**src/rtl/hint_sequencer.sv**
```systemverilog
// rtl/hint_sequencer.sv - resolves one instruction's memory access set against an in-order hint stream
module hint_sequencer #(
  parameter int TIMEOUT = 16,
  parameter int CNT_W   = 5
) (
  input  logic        clk,
  input  logic        rst_n,
  input  logic        instr_valid,
  output logic        instr_ready,
  input  logic        rd0_en,
  input  logic        rd1_en,
  input  logic [31:0] rd0_addr,
  input  logic [31:0] rd1_addr,
  input  logic        wr0_en,
  input  logic        wr1_en,
  input  logic [31:0] wr0_addr,
  input  logic [31:0] wr1_addr,
  input  logic [31:0] wr0_data,
  input  logic [31:0] wr1_data,
  input  logic        hint_valid,
  output logic        hint_ready,
  input  logic        hint_is_write,
  input  logic [31:0] hint_address,
  input  logic [31:0] hint_data,
  output logic [31:0] rd0_data,
  output logic [31:0] rd1_data,
  output logic        done_valid,
  input  logic        done_ready,
  output logic        fault,
  output logic [2:0]  fault_code
);

  typedef enum logic [2:0] {
    IDLE  = 3'd0,
    RD0   = 3'd1,
    RD1   = 3'd2,
    WR0   = 3'd3,
    WR1   = 3'd4,
    DONE  = 3'd5,
    FAULT = 3'd6
  } state_t;

  state_t state, state_next;

  // Latched access set: enables in order {wr1, wr0, rd1, rd0}
  logic [3:0]       en_q;
  logic [31:0]      rd0_addr_q, rd1_addr_q, wr0_addr_q, wr1_addr_q;
  logic [31:0]      wr0_data_q, wr1_data_q;
  logic [CNT_W-1:0] cnt;

  logic        accept;
  logic        in_access;
  logic        hint_take;
  logic        timeout_hit;
  logic        exp_write;
  logic [31:0] exp_addr;
  logic [31:0] exp_data;
  logic [2:0]  next_pos;
  logic [2:0]  chk_code;

  // First enabled access at or after position start, in order RD0, RD1, WR0, WR1
  function automatic state_t first_from(input logic [3:0] en, input logic [2:0] start);
    if (start <= 3'd0 && en[0])      first_from = RD0;
    else if (start <= 3'd1 && en[1]) first_from = RD1;
    else if (start <= 3'd2 && en[2]) first_from = WR0;
    else if (start <= 3'd3 && en[3]) first_from = WR1;
    else                             first_from = DONE;
  endfunction

  assign accept      = instr_valid && instr_ready;
  assign in_access   = (state == RD0) || (state == RD1) || (state == WR0) || (state == WR1);
  assign hint_take   = hint_valid && in_access;
  assign timeout_hit = !hint_valid && (cnt == CNT_W'(TIMEOUT - 1));

  assign instr_ready = (state == IDLE) && rst_n;
  assign hint_ready  = in_access;
  assign done_valid  = (state == DONE);
  assign fault       = (state == FAULT);

  // Expected hint for the current access and the search position after it
  always_comb begin
    exp_write = 1'b0;
    exp_addr  = '0;
    exp_data  = '0;
    next_pos  = 3'd4;
    case (state)
      RD0: begin exp_addr = rd0_addr_q; next_pos = 3'd1; end
      RD1: begin exp_addr = rd1_addr_q; next_pos = 3'd2; end
      WR0: begin exp_write = 1'b1; exp_addr = wr0_addr_q; exp_data = wr0_data_q; next_pos = 3'd3; end
      WR1: begin exp_write = 1'b1; exp_addr = wr1_addr_q; exp_data = wr1_data_q; next_pos = 3'd4; end
      default: ;
    endcase
  end

  // Hint check, first failure wins: kind, then address, then data on writes
  always_comb begin
    chk_code = 3'd0;
    if (hint_is_write != exp_write)          chk_code = 3'd1;
    else if (hint_address != exp_addr)       chk_code = 3'd2;
    else if (exp_write && hint_data != exp_data) chk_code = 3'd3;
  end

  // State register
  always_ff @(posedge clk or negedge rst_n) begin
    if (!rst_n) state <= IDLE;
    else        state <= state_next;
  end

  // Next-state logic
  always_comb begin
    state_next = state;
    case (state)
      IDLE: if (accept) state_next = first_from({wr1_en, wr0_en, rd1_en, rd0_en}, 3'd0);
      RD0, RD1, WR0, WR1: begin
        if (hint_valid) state_next = (chk_code != 3'd0) ? FAULT : first_from(en_q, next_pos);
        else if (timeout_hit) state_next = FAULT;
      end
      DONE:    if (done_ready) state_next = IDLE;
      FAULT:   state_next = FAULT;
      default: state_next = IDLE;
    endcase
  end

  // Access-set latch, read results, fault code and idle-cycle counter
  always_ff @(posedge clk or negedge rst_n) begin
    if (!rst_n) begin
      en_q       <= '0;
      rd0_addr_q <= '0;
      rd1_addr_q <= '0;
      wr0_addr_q <= '0;
      wr1_addr_q <= '0;
      wr0_data_q <= '0;
      wr1_data_q <= '0;
      rd0_data   <= '0;
      rd1_data   <= '0;
      fault_code <= '0;
      cnt        <= '0;
    end else begin
      if (accept) begin
        en_q       <= {wr1_en, wr0_en, rd1_en, rd0_en};
        rd0_addr_q <= rd0_addr;
        rd1_addr_q <= rd1_addr;
        wr0_addr_q <= wr0_addr;
        wr1_addr_q <= wr1_addr;
        wr0_data_q <= wr0_data;
        wr1_data_q <= wr1_data;
        rd0_data   <= '0;
        rd1_data   <= '0;
      end
      if (hint_take && chk_code == 3'd0) begin
        if (state == RD0) rd0_data <= hint_data;
        if (state == RD1) rd1_data <= hint_data;
      end
      if (state_next == FAULT && state != FAULT)
        fault_code <= hint_valid ? chk_code : 3'd4;
      // Every consumed hint moves to a new state, so clearing on a take also covers state entry
      if (hint_take || !in_access) cnt <= '0;
      else                         cnt <= cnt + 1'b1;
    end
  end

endmodule

```
**config.mk**
```make
export PLATFORM = sky130hd
export DESIGN_NAME = hint_sequencer
export DESIGN_NICKNAME = d
export VERILOG_FILES = /design/src/rtl/hint_sequencer.sv
export SDC_FILE = /design/constraint.sdc
export NUM_CORES = 1
export LEC_CHECK = 0
export BUFFER_PORTS_ARGS = -buffer_cell sky130_fd_sc_hd__clkbuf_2
export CAP_MARGIN = 20
export CORE_MARGIN = 4
export CORE_UTILIZATION = 57
export DETAILED_ROUTE_END_ITERATION = 10
export GPL_TIMING_DRIVEN = 0
export PLACE_DENSITY = 0.85
export SYNTH_ARGS = -nofsm -noshare
export SYNTH_HDL_FRONTEND = slang
export SYNTH_SLANG_ARGS = --single-unit
```
**constraint.sdc**
```tcl
create_clock -name clk -period 9.1 [get_ports clk]
set_input_delay 1.82 -clock clk [delete_from_list [all_inputs] [get_ports clk]]
set_output_delay 1.82 -clock clk [all_outputs]
set_load 0.01 [all_outputs]
```
==> out/qor.txt <==
max_slew headroom = 0.447
CP Launch Point = rst_n
Least-Margin Pin Slew = 0.829 ns
Clock transition at path regs = 0.06 ns
multi-input combinational cell area = 5380 µm²
die extent in x = 157 µm
Pleak = 7.54 nW
Post-Synth Adder-Cell Area = 0.00197
Final Hold Vio Count = 0
end of the critical path = instr_ready
Synth async-reset ratio = 1.00
share of cells above drive strength 1 = 0.432
status = finished clean
Placer Congestion = 0.873
post-route setup slack = 3.61 ns
worst path cell trace = clkbuf_8 > buf_16 > buf_16 > and3_1 > clkbuf_2
total vias in the final route = 10300
Global Route Usage Sum = 0.313
peak fanout along the critical path = 110
reg2reg setup slack = 4.61 ns
total power draw = 0.00450 W
Max Clock Skew = 0.0176 ns
combinational power share = 0.311
Warnings, synthesis = 0
final setup fails = 0
Filler cells = 1545
register area = 6760 µm²
DRC = 0
CP max-delay cell = buf_16
fin crit period = 5.49 ns
Worst-Skew Late Latency = 0.54 ns
initial antenna violation count = 6
pin count of the biggest net entering global routing = 111
Sink Count = 270
fin. max-slew vios = 0
Period Utilization, post-route = 0.603
sequential share of power = 0.423
top cells by count, synth = dfrtp_1, mux2_2, nand2_1
Power Dens Cells = 285 nW/µm²
Starting Density = 0.581
Die Y = 157 µm
NetSw = 0.00144 W
CTS max path bufs = 3
Crit path top cell by count = buf_16
RSZ-0062 raised after global routing = no
I/O pin cnt = 337
Switching Share = 0.320
Fmax = 182 MHz
first-pass GRT wire length = 59400 µm
CTS Buf Count = 28
EDFF count, synth = 0
hold buffer count at CTS = 0
Mapped Nets = 1301
depth of the most critical reg-to-reg path = 14
post-place setup slack = 3.45 ns
sequential-to-total area share from yosys stat = 0.533
GR Overflow Total = 0
P&R area growth vs syn = 24.4%
HP Start = cnt[0]
vias in the first global route = 10700
Post-layout nets = 1669
wire per inst = 23.3 µm
Post-Synthesis Cell Area = 12700 µm²
Crit path largest cell delay = 0.46 ns
Cells after Synth = 1033
Max VDD drop = 0.202 mV
Clk pwr share = 0.266
hold crit path type = flop to flop
Routed WL = 39800 µm
TritonCTS clock tree = done
Int Power = 0.00306 W
top cell type's share of synthesized area = 0.533
FF-to-FF Start = state[0]
synth top area cells = dfrtp_1, mux2_2, mux2i_1
count leader, synth = dfrtp_1
clock root buffer = clkbuf_16
Main synth FF type = dfrtp_1
Finished Cell Area = 15800 µm²
CP Capture Type = output port
TNS Setup = 0 ns
Resized cells post-CTS = 0
largest family of logic cells by synthesized area = multiplexers
maxcap violations = 0
Final ANT Viol Nets = 0
worst r2r dst = rd0_data[20]
Crit path required time = 7.28 ns
Synth Area in Compound Gates = 0.0856
critical path class = input pin to output port
post-synthesis xor/xnor area fraction = 0.0249
IO Port Bufs = 336
DRT iter0 DRCs = 903
core area = 21800 µm²
Critical Path Source Type = input pin
Critical Path AT = 3.67 ns
mean post-synth cell area = 12.3 µm²
cell taking the most area after synthesis = dfrtp_1
drt pass-1 iters = 5
post-CTS setup buffers = 0
row cnt = 54
post-DR vias/cell = 6.02
Post-DP HPWL = 29900 µm
Cell variety after synth = 44
die area = 24700 µm²
Post-Synth Simple-Gate Area = 0.0880
placed inst area = 14800 µm²
# H-tree levels = 1
Yosys reg bits = 270
mux cell area share after synthesis = 0.224
[worst max-delay path, delay by kind of cell]
family	cells	cell delay, ns
AND/OR/NAND/NOR	1	0.28
buffers and inverters	4	1.43
[layout by cell type (no fill, tap or decap), types with 29 or more instances in the layout]
cell       synthesis  layout
xnor2_1           35      35
dfrtp_1          270     270
nand2_1           71      71
a22oi_1           53      53
clkbuf_16          0      29
mux2i_1           65      65
clkbuf_1          38      44
mux2_2           194     194
inv_1             43      43
clkbuf_2           0     335
and3_1            46      46
[worst min path at each step]
| stage | endpoint | cells after the start | slack (ns) |
|---|---|---|---|
| after floorplan | cnt[0] | 1 | 0.43 |
| after CTS | cnt[0] | 1 | 0.46 |
| after detailed placement | cnt[0] | 1 | 0.45 |
| final | cnt[0] | 1 | 0.46 |
| after global placement | cnt[0] | 1 | 0.45 |
| after global routing | cnt[0] | 1 | 0.48 |
[flip-flops by register name, indices dropped and copies added, names as in the netlist]
name,count
wr1_data_q,32
fault_code,3
wr0_data_q,32
rd0_addr_q,32
wr1_addr_q,32
wr0_addr_q,32
state,3
cnt,5
en_q,3
rd1_data,32
rd1_addr_q,32
rd0_data,32
[final cells by class]
type,count,share of cell area
plain buffers,68,0.0247
multi-input cells,652,0.341
diodes,8,0.00127
repair buffers,338,0.111
flip-flops and latches,270,0.428
inverters,43,0.0102
clock inverters,7,0.00579
well taps,280,0.0222
clock buffers,45,0.0561
[through the flow]
step	hold WS [ns]	instances	utilization
6_report	0.458	1711	0.723
5_1_grt	0.484	1710	0.723
4_1_cts	0.462	1703	0.722
3_5_place_dp	0.454	1651	0.677
3_3_place_gp	0.451	1649	0.674
2_1_floorplan	0.433	1033	-
[power by group through the flow]
stage | logic (W) | registers (W) | clock network, W
2_1_floorplan | 0.000987 | 0.00182 | 0
3_3_place_gp | 0.00131 | 0.00187 | 0
3_5_place_dp | 0.00137 | 0.00190 | 0
4_1_cts | 0.00139 | 0.00189 | 0.00120
5_1_grt | 0.00151 | 0.00194 | 0.00126
6_report | 0.00140 | 0.00190 | 0.00120
[layer usage]
layer / share of wire / vias to the layer above / GRT usage
li1: - / 4489 / -
met1: 0.38 / 5116 / 0.397
met2: 0.48 / 564 / 0.518
met3: 0.089 / 138 / 0.0580
met4: 0.056 / 0 / 0.158
met5: 0 / - / 0
[cell families after synthesis]
group           Yosys count
flops                   270
mux                     259
simple gates            205
compound gates          150
buf+inv                 111
xor+xnor                 36
fa+ha+maj                 2
No activity file was read; power rests on OpenSTA's default activity.
